--- src/rtl/frame_timing_gen.sv ---
// ---------------------------------------------------------------------------
// FrameTimingGen (module frame_timing_gen)
//
// Purpose:
//   Generates camera-style frame timing (fval / lval / dval) with a selectable
//   test pattern on pix_data. Each frame has the following phases:
//     FV_PRE      fval=1, lval=0 for FV_TO_LV cycles
//     LINE        lval=1, one dval beat per pixel (stalls on hold)
//     LINE_BLANK  fval=1, lval=0 for H_BLANK cycles between lines
//     FV_POST     fval=1, lval=0 for LV_TO_FV cycles after the last line
//     FRAME_BLANK fval=0 for F_BLANK cycles; frame_done pulses on entry
//   All timing parameters are expected to be at least 1.
//
// Ports:
//   clk        in   single clock, rising edge
//   rst        in   synchronous reset, active low
//   en         in   frame generation enable (sampled at frame boundaries)
//   sel[2:0]   in   pattern select, latched when a frame starts
//   hold       in   pixel stall request, honoured only inside a line
//   fval       out  frame valid
//   lval       out  line valid
//   dval       out  data valid (one pixel beat)
//   pix_data   out  pixel value, meaningful while dval=1
//   frame_done out  one-cycle pulse in the first FRAME_BLANK cycle
//   frame_cnt  out  completed-frame count, wraps at 16 bits
// ---------------------------------------------------------------------------
module frame_timing_gen #(
    parameter int WIDTH     = 640,
    parameter int HEIGHT    = 480,
    parameter int FV_TO_LV  = 4,
    parameter int H_BLANK   = 16,
    parameter int LV_TO_FV  = 4,
    parameter int F_BLANK   = 32,
    parameter int TILE_LOG2 = 5
) (
    input  logic        clk,
    input  logic        rst,
    input  logic        en,
    input  logic [2:0]  sel,
    input  logic        hold,
    output logic        fval,
    output logic        lval,
    output logic        dval,
    output logic [7:0]  pix_data,
    output logic        frame_done,
    output logic [15:0] frame_cnt
);

    typedef enum logic [2:0] {
        IDLE,
        FV_PRE,
        LINE,
        LINE_BLANK,
        FV_POST,
        FRAME_BLANK
    } state_e;

    localparam logic [15:0] X_LAST    = 16'(WIDTH - 1);
    localparam logic [15:0] Y_LAST    = 16'(HEIGHT - 1);
    localparam logic [15:0] PRE_LAST  = 16'(FV_TO_LV - 1);
    localparam logic [15:0] HB_LAST   = 16'(H_BLANK - 1);
    localparam logic [15:0] POST_LAST = 16'(LV_TO_FV - 1);
    localparam logic [15:0] FB_LAST   = 16'(F_BLANK - 1);

    state_e      state_q, state_d;
    logic [15:0] cnt_q, cnt_d;
    logic [15:0] x_q, x_d;
    logic [15:0] y_q, y_d;
    logic [2:0]  sel_q, sel_d;
    logic        fval_q, fval_d;
    logic        lval_q, lval_d;
    logic        dval_q, dval_d;
    logic [7:0]  pix_q, pix_d;
    logic        done_q, done_d;
    logic [15:0] fcnt_q, fcnt_d;

    // Pattern value for pixel (px, py) under pattern select s. The checker
    // takes bit 0 of the tile coordinates so tiles alternate in both axes.
    function automatic logic [7:0] pattern_pix(input logic [2:0]  s,
                                               input logic [15:0] px,
                                               input logic [15:0] py);
        logic [15:0] tx;
        logic [15:0] ty;
        tx = px >> TILE_LOG2;
        ty = py >> TILE_LOG2;
        case (s)
            3'b000:  pattern_pix = 8'h00;
            3'b001:  pattern_pix = 8'hFF;
            3'b010:  pattern_pix = px[7:0];
            3'b011:  pattern_pix = (tx[0] ^ ty[0]) ? 8'hFF : 8'h00;
            3'b100:  pattern_pix = py[7:0];
            default: pattern_pix = 8'h00;
        endcase
    endfunction

    // Next-state and next-output logic. Outputs are computed for the cycle
    // being entered and then registered, so every output is a flop. x_q holds
    // the x of the most recently presented pixel; a line therefore ends once
    // the pixel at WIDTH-1 is on the outputs, regardless of hold. cnt_q counts
    // cycles spent in the current timed phase and restarts at 0 on each entry.
    always_comb begin
        state_d = state_q;
        cnt_d   = cnt_q;
        x_d     = x_q;
        y_d     = y_q;
        sel_d   = sel_q;
        fval_d  = 1'b0;
        lval_d  = 1'b0;
        dval_d  = 1'b0;
        pix_d   = 8'h00;
        done_d  = 1'b0;
        fcnt_d  = fcnt_q;

        case (state_q)
            IDLE: begin
                if (en) begin
                    state_d = FV_PRE;
                    cnt_d   = 16'd0;
                    x_d     = 16'd0;
                    y_d     = 16'd0;
                    sel_d   = sel;
                    fval_d  = 1'b1;
                end
            end

            FV_PRE: begin
                fval_d = 1'b1;
                if (cnt_q == PRE_LAST) begin
                    state_d = LINE;
                    cnt_d   = 16'd0;
                    x_d     = 16'd0;
                    lval_d  = 1'b1;
                    dval_d  = 1'b1;
                    pix_d   = pattern_pix(sel_q, 16'd0, y_q);
                end else begin
                    cnt_d = cnt_q + 16'd1;
                end
            end

            LINE: begin
                fval_d = 1'b1;
                if (x_q == X_LAST) begin
                    // Last pixel of the line is on the outputs now.
                    cnt_d   = 16'd0;
                    state_d = (y_q < Y_LAST) ? LINE_BLANK : FV_POST;
                end else if (hold) begin
                    // Stall: keep the line open and repeat the last value.
                    lval_d = 1'b1;
                    pix_d  = pix_q;
                end else begin
                    lval_d = 1'b1;
                    dval_d = 1'b1;
                    x_d    = x_q + 16'd1;
                    pix_d  = pattern_pix(sel_q, x_q + 16'd1, y_q);
                end
            end

            LINE_BLANK: begin
                fval_d = 1'b1;
                if (cnt_q == HB_LAST) begin
                    state_d = LINE;
                    cnt_d   = 16'd0;
                    x_d     = 16'd0;
                    y_d     = y_q + 16'd1;
                    lval_d  = 1'b1;
                    dval_d  = 1'b1;
                    pix_d   = pattern_pix(sel_q, 16'd0, y_q + 16'd1);
                end else begin
                    cnt_d = cnt_q + 16'd1;
                end
            end

            FV_POST: begin
                fval_d = 1'b1;
                if (cnt_q == POST_LAST) begin
                    state_d = FRAME_BLANK;
                    cnt_d   = 16'd0;
                    fval_d  = 1'b0;
                    done_d  = 1'b1;
                    fcnt_d  = fcnt_q + 16'd1;
                end else begin
                    cnt_d = cnt_q + 16'd1;
                end
            end

            FRAME_BLANK: begin
                // en is only looked at here and in IDLE, so dropping it
                // mid-frame lets the current frame run to completion.
                if (cnt_q == FB_LAST) begin
                    if (en) begin
                        state_d = FV_PRE;
                        cnt_d   = 16'd0;
                        x_d     = 16'd0;
                        y_d     = 16'd0;
                        sel_d   = sel;
                        fval_d  = 1'b1;
                    end else begin
                        state_d = IDLE;
                        cnt_d   = 16'd0;
                    end
                end else begin
                    cnt_d = cnt_q + 16'd1;
                end
            end

            default: begin
                state_d = IDLE;
                cnt_d   = 16'd0;
            end
        endcase
    end

    // State and output registers with synchronous active-low reset.
    always_ff @(posedge clk) begin
        if (!rst) begin
            state_q <= IDLE;
            cnt_q   <= 16'd0;
            x_q     <= 16'd0;
            y_q     <= 16'd0;
            sel_q   <= 3'd0;
            fval_q  <= 1'b0;
            lval_q  <= 1'b0;
            dval_q  <= 1'b0;
            pix_q   <= 8'h00;
            done_q  <= 1'b0;
            fcnt_q  <= 16'd0;
        end else begin
            state_q <= state_d;
            cnt_q   <= cnt_d;
            x_q     <= x_d;
            y_q     <= y_d;
            sel_q   <= sel_d;
            fval_q  <= fval_d;
            lval_q  <= lval_d;
            dval_q  <= dval_d;
            pix_q   <= pix_d;
            done_q  <= done_d;
            fcnt_q  <= fcnt_d;
        end
    end

    assign fval       = fval_q;
    assign lval       = lval_q;
    assign dval       = dval_q;
    assign pix_data   = pix_q;
    assign frame_done = done_q;
    assign frame_cnt  = fcnt_q;

endmodule

--- config.mk ---
export PLATFORM = sky130hd
export DESIGN_NAME = frame_timing_gen
export DESIGN_NICKNAME = d
export VERILOG_FILES = /design/src/rtl/frame_timing_gen.sv
export SDC_FILE = /design/constraint.sdc
export NUM_CORES = 1
export LEC_CHECK = 0
export ABC_AREA = 1
export BUFFER_PORTS_ARGS = -buffer_cell sky130_fd_sc_hd__buf_2
export CORE_MARGIN = 10
export CORE_UTILIZATION = 60
export DETAILED_ROUTE_END_ITERATION = 8
export PLACE_DENSITY = 0.87
export SLEW_MARGIN = 20
export SYNTH_ARGS = -nofsm -noshare
export SYNTH_HDL_FRONTEND = slang
export SYNTH_SLANG_ARGS = --single-unit
--- constraint.sdc ---
create_clock -name clk -period 4.7 [get_ports clk]
set_clock_uncertainty 0.2 [all_clocks]
set_input_delay 0.705 -clock clk [delete_from_list [all_inputs] [get_ports clk]]
set_output_delay 0.705 -clock clk [all_outputs]
set_load 0.01 [all_outputs]
## Word-level counts from Yosys, hierarchy flattened

Index checks and enable logic that the tools add are counted.

| word-level totals | value |
|---|---|
| bits in registers | 82 |
| input bits | 7 |
| output and inout port bits | 28 |
| logic and storage cells | 103 |

| cells by class | value |
|---|---|
| add/subtract/negate cells | 4 |
| magnitude comparators | 1 |
| equal/unequal tests | 22 |
| muxes and demuxes | 51 |
| bitwise gates (word level) | 1 |
| reductions and logical operators | 13 |

Operators with widths:

| kind | count |
|---|---|
| two-way mux 16 bit | 14 |
| one-hot mux 16 bit (5 select lines) | 2 |
| one-hot mux 8 bit (3 select lines) | 3 |
| adder 16 x 1 -> 16 bit, second input constant | 4 |
| two-way mux 8 bit | 7 |
| one-hot mux 16 bit (3 select lines) | 1 |
| one-hot mux 8 bit (4 select lines) | 1 |
| two-way mux 3 bit | 9 |
| one-hot mux 3 bit (6 select lines) | 1 |
| == test 16 x 10 -> 1 bit, second input constant | 1 |
| == test 16 x 2 -> 1 bit, second input constant | 1 |
| == test 16 x 4 -> 1 bit, second input constant | 1 |
| == test 16 x 5 -> 1 bit, second input constant | 1 |
| < comparator 16 x 9 -> 1 bit, second input constant | 1 |
| inequality test 2 bit, second input constant | 8 |
| == test 3 x 2 -> 1 bit, second input constant | 4 |
| AND reduction 6 bit | 2 |
| == test 3 bit, second input constant | 3 |
| two-way mux 1 bit | 9 |
| AND reduction 2 bit | 4 |
| == test 3 x 1 -> 1 bit, second input constant | 2 |
| one-hot mux 1 bit (3 select lines) | 2 |
| one-hot mux 3 bit (2 select lines) | 1 |
| nonzero test 5 bit | 1 |
| other kinds (9) | 9 |

## Logic depth before layout (Yosys ltp)

| logic depth | value |
|---|---|
| word-level depth | 7 |
| mapped depth | 14 |
| mapped depth without buffers | 13 |

## Worst setup path before layout

No wires, ideal clock.

| timing | value |
|---|---|
| path type | register -> register |
| from | reg cnt_q[0] |
| to | reg x_q[10] |
| library setup time | 136 ps |
| arrival | 1575 ps |
| required time | 4364 ps |
| setup slack | 2789 ps |
| stages on the path, launching flop included | 12 |
| path buffers | 1 |
| clock period less this slack | 1911 ps |
| cell sequence | dfxtp_1 > ha_1 > nand3_1 > nor2_1 > nand2_2 > nand2_2 > nand2_4 > nor2_2 > nand3_1 > buf_2 > nand2_1 > a21oi_2 |

| on the way | value |
|---|---|
| longest elaborated chain between the ends | 3 |
| elaborated cells between the ends (all ways) | 7 |

Ends and longest elaborated chain:

| item | RTL line | text |
|---|---|---|
| start: declaration | 66 | `logic [15:0] cnt_q, cnt_d;` |
| start signal: assignment | 229 | `cnt_q <= cnt_d;` |
| == test 16 x 5 -> 1 bit (tied with other cells) | 189 | `if (cnt_q == FB_LAST) begin` |
| inequality test 2 bit (no source line) | n/a |  |
| AND reduction 6 bit (no source line) * | n/a |  |
| end signal: assignment | 218 | `x_q <= 16'd0;` |
| end signal: assignment | 230 | `x_q <= x_d;` |
| end: declaration | 67 | `logic [15:0] x_q, x_d;` |

Every way passes the cells marked *; elsewhere a longest branch is shown, timed or not.
A chain may end at the register's enable or synchronous reset.

## Worst setup path in the final report

| timing | value |
|---|---|
| from | reg cnt_q[0] |
| to | reg x_q[2] |

The elaborated chain is that of the path after synthesis.

==> implementation parameters <==
Parameter                              Value

Clocking
  CTS hold repair buffers    0
  CTS Buf Count    9
  Buffers inserted by post-CTS timing repair    0
  Clock transition at the registers of the reported paths    roughly 0.090 ns
  CTS tree    built
  Clock root buffer master    sky130_fd_sc_hd__clkbuf_8
  Insertion delay to the later sink of the worst-skew pair    between 0.3 and 0.4 ns
  H-tree levels    3
  CTS sink cnt    between 80 and 90
  Post_cts resized    0
  Clock Tree Buf Depth    2

Finish
  FILL cells    about 800
  Area of the multi-input gates    between 3000 and 4000 um2
  Fraction of layout cells with a size suffix above 1    between 10% and 20%
  Cell area after layout    around 5700 um2
  Nets    870
  Layout overhead on the synthesized area    7.19%
  Inserted Diodes    0
  FF+latch area    1640 um2

Worst hold path
  Min-Delay Path Depth    2
  Class of the tightest hold or removal check    register to register

Logic synthesis
  Count leader, synth    sky130_fd_sc_hd__nand2_1
  Post-synthesis cell area    around 5300 um2
  Post-synthesis register bit count    82
  Cell types occupying the most area after synthesis    sky130_fd_sc_hd__dfxtp_1, sky130_fd_sc_hd__nand2_1, sky130_fd_sc_hd__nand3_1
  Library cell occupying the most area in the post-synthesis netlist    sky130_fd_sc_hd__dfxtp_1
  Warning count from the yosys run    0
  Dominant register cell in the synthesized netlist    sky130_fd_sc_hd__dfxtp_1
  Avg Inst Size Synth    6.31 um2
  Proportion of synthesized flip-flops having asynchronous set or reset    0%
  Post-synthesis sequential area ratio    a little under a third
  Number of enable flip-flop cells after synthesis    0
  Synth Net Count    roughly 850
  Portion of synthesized cell area occupied by the leading cell type    approximately 31%
  Leading post-synthesis cells by instance count    sky130_fd_sc_hd__nand2_1, sky130_fd_sc_hd__inv_1, sky130_fd_sc_hd__nor2_1
  Post-synthesis cell type count    between 40 and 50
  Count of mapped cells out of synthesis    about 840

Placement
  Placer's final routability congestion estimate    0.908
  Placement Cell Area    approximately 5500 um2
  Detailed placement HPWL    8970 um
  Quantity of I/O buffers inserted on ports    34
  Minimum setup slack after placement    2.28 ns

STA
  Final hold viol count    0
  Relative slew slack    ~45%
  Total count of max-transition violations in the final report    0
  Final Critical Period    2.45 ns
  Share of the cycle needed by the critical path after routing    a little over half
  Final setup TNS    0 ns
  Final worst setup slack    2.25 ns
  Number of endpoints failing setup at the final stage    0
  Setup repair after global routing missed its margin    no
  Worst Tran Pin Value    about 0.83 ns
  Highest clock rate    slightly above 0.4 GHz

Worst setup path
  Total stage count of the critical path    10
  CP cell instances    ha_1 -> nand3_1 -> nor2_1 -> nand2_2 -> nand2_2 -> nand2_4 -> nor2_2 -> nand3_1 -> nand2_1 -> a21oi_2
  Critical path's largest stage delay    around 0.44 ns
  Cell class contributing the biggest share of worst-path delay    simple AND/OR/NAND/NOR gates
  Crit path DAT    2.47 ns
  Peak fanout along the critical path    13
  Buffers and inverters on the worst path    0
  Slowest CP cell    sky130_fd_sc_hd__nand3_1
  Setup CP Type    register to register
  Startpoint Class    register
  Category of the worst setup path capture point    register
  Worst Path Required    4.72 ns
  Number of cells on the worst reg-to-reg path    10

Die
  Initial cell density of the core    61.1%
  Top-Level Pins    35
  Die extent in x    114 um
  Die Span Y    114 um
  Number of rows created at floorplan    34
  Area of the placeable core    8640 um2
  Total die area    ~13000 um2

Power
  Power Total    between 1.5 and 2 mW
  Leak Pwr    2.40 nW
  Worst vdd rail ir drop    around 0.00025 V
  Pwr per Cell Area    around 350 nW/um2

GRT
  Total global routing overflow    0
  Largest net degree at the start of global routing    slightly below 60
  Number of antenna violations at the first check in global routing    0
  GRT Overall Usage    about a fifth
  Vias in the first global route    roughly 4800
  First-pass GRT wire length    between 20000 and 25000 um

Route
  First-pass iteration count of the detailed router    5
  Count of nets left with antenna violations after detail routing    0
  Number of vias after detailed routing    between 5000 and 6000
  Count of unresolved DRC violations after routing    0
  DRT Wirelength    between 10000 and 15000 um
  First-iteration detailed-routing DRC count    440
  Routed wirelength normalized by instance count    12.7 um
  Post-DR vias/cell    ~5.4

Job
  Number of maximum-capacitance constraint violations    0

Status
  Status    finished, final reports clean
-- stage by stage --
step / hold slack, ns / utilization, % / instances
after global routing: 0.287 / 65.4 / 972
after CTS: 0.274 / 65.4 / 972
final: 0.268 / 65.4 / 972
after detailed placement: 0.259 / 63.2 / 956
after floorplan: 0.244 / - / 836
after global placement: 0.256 / 63.2 / 956
-- flip-flops by register name (all words and copies together) (netlist names) --
signal / flops
cnt_q: 16
pix_data: 8
fval: 1
y_q: 16
dval: 1
frame_cnt: 16
lval: 1
sel_q: 3
frame_done: 1
state_q: 3
x_q: 16
-- cells in the final DEF, fill, tap and decap left out, types with 2 or more instances in the layout --
cell type	Yosys	routed
sky130_fd_sc_hd__a211oi_1	3	3
sky130_fd_sc_hd__o21ai_1	3	3
sky130_fd_sc_hd__nor3b_1	2	2
sky130_fd_sc_hd__nor3_1	17	17
sky130_fd_sc_hd__nand2_1	234	234
sky130_fd_sc_hd__nand3b_1	3	3
sky130_fd_sc_hd__o22ai_1	2	2
sky130_fd_sc_hd__xor2_1	19	19
sky130_fd_sc_hd__a31o_2	2	2
sky130_fd_sc_hd__nor2_8	2	2
sky130_fd_sc_hd__nor2_2	12	12
sky130_fd_sc_hd__nor2_4	4	4
sky130_fd_sc_hd__nand2_2	18	18
sky130_fd_sc_hd__xnor2_1	5	5
sky130_fd_sc_hd__clkinvlp_4	0	3
sky130_fd_sc_hd__o21ai_0	21	21
sky130_fd_sc_hd__nor3_2	2	2
sky130_fd_sc_hd__clkinv_2	1	3
sky130_fd_sc_hd__inv_1	99	98
sky130_fd_sc_hd__ha_1	4	4
sky130_fd_sc_hd__dfxtp_1	82	82
sky130_fd_sc_hd__and3_1	3	3
sky130_fd_sc_hd__o211ai_1	2	2
sky130_fd_sc_hd__nand4_1	12	12
sky130_fd_sc_hd__a31oi_1	3	3
sky130_fd_sc_hd__a21oi_1	55	55
sky130_fd_sc_hd__nand3_2	3	3
sky130_fd_sc_hd__inv_2	11	11
sky130_fd_sc_hd__nand3_1	77	77
sky130_fd_sc_hd__nor3_4	2	2
sky130_fd_sc_hd__a21oi_2	10	10
sky130_fd_sc_hd__buf_2	6	34
sky130_fd_sc_hd__nor2_1	92	92
sky130_fd_sc_hd__nand2_4	3	3
sky130_fd_sc_hd__clkbuf_8	0	9
-- final cells by class --
class                   instances  area share (%)
inverters                     111            7.42
clock buffers                  10            2.26
well taps                     108            2.39
repair buffers                 34            3.01
flip-flops and latches         82            29.0
clock inverters                 6            1.17
multi-input cells             621            54.7
-- layer usage --
layer / track usage, % / vias up / wire, um
li1: - / 2708 / -
met4: 6.43 / 0 / 184
met3: 4.30 / 17 / 871
met1: 23.6 / 2353 / 5550
met2: 32.1 / 176 / 5780
met5: 0 / - / 0
-- report_power, final --
group | internal, mW | switching (mW)
clock network | 0.247 | 0.273
logic | 0.185 | 0.502
registers | 0.738 | 0.0456
total | 1.17 | 0.820
-- cells by family after synthesis --
| family | count (synthesis) | synth area share, % |
|---|---|---|
| flops | 82 | 31.1 |
| buf+inv | 133 | 10.2 |
| simple gates | 489 | 42.5 |
| fa+ha+maj | 4 | 0.949 |
| compound gates | 104 | 11.2 |
| xor+xnor | 24 | 3.99 |
-- final timing paths --
| kind | startpoint | endpoint | slack (ns) |
|---|---|---|---|
| min reg2reg | pix_data[5] | pix_data[5] | 0.27 |
| min | pix_data[5] | pix_data[5] | 0.27 |
| max reg2reg | cnt_q[0] | x_q[2] | 2.25 |
| max | cnt_q[0] | x_q[2] | 2.25 |
-- worst register-to-register path, delay by kind of cell, from the launching register on --
kind	cells	cell delay (ns)
AO/OA/AOI/OAI	1	0.06
AND/OR/NAND/NOR	8	1.45
flip-flops	1	0.37
adder cells (fa/ha/maj)	1	0.23
(Power assumes the default switching activity.)
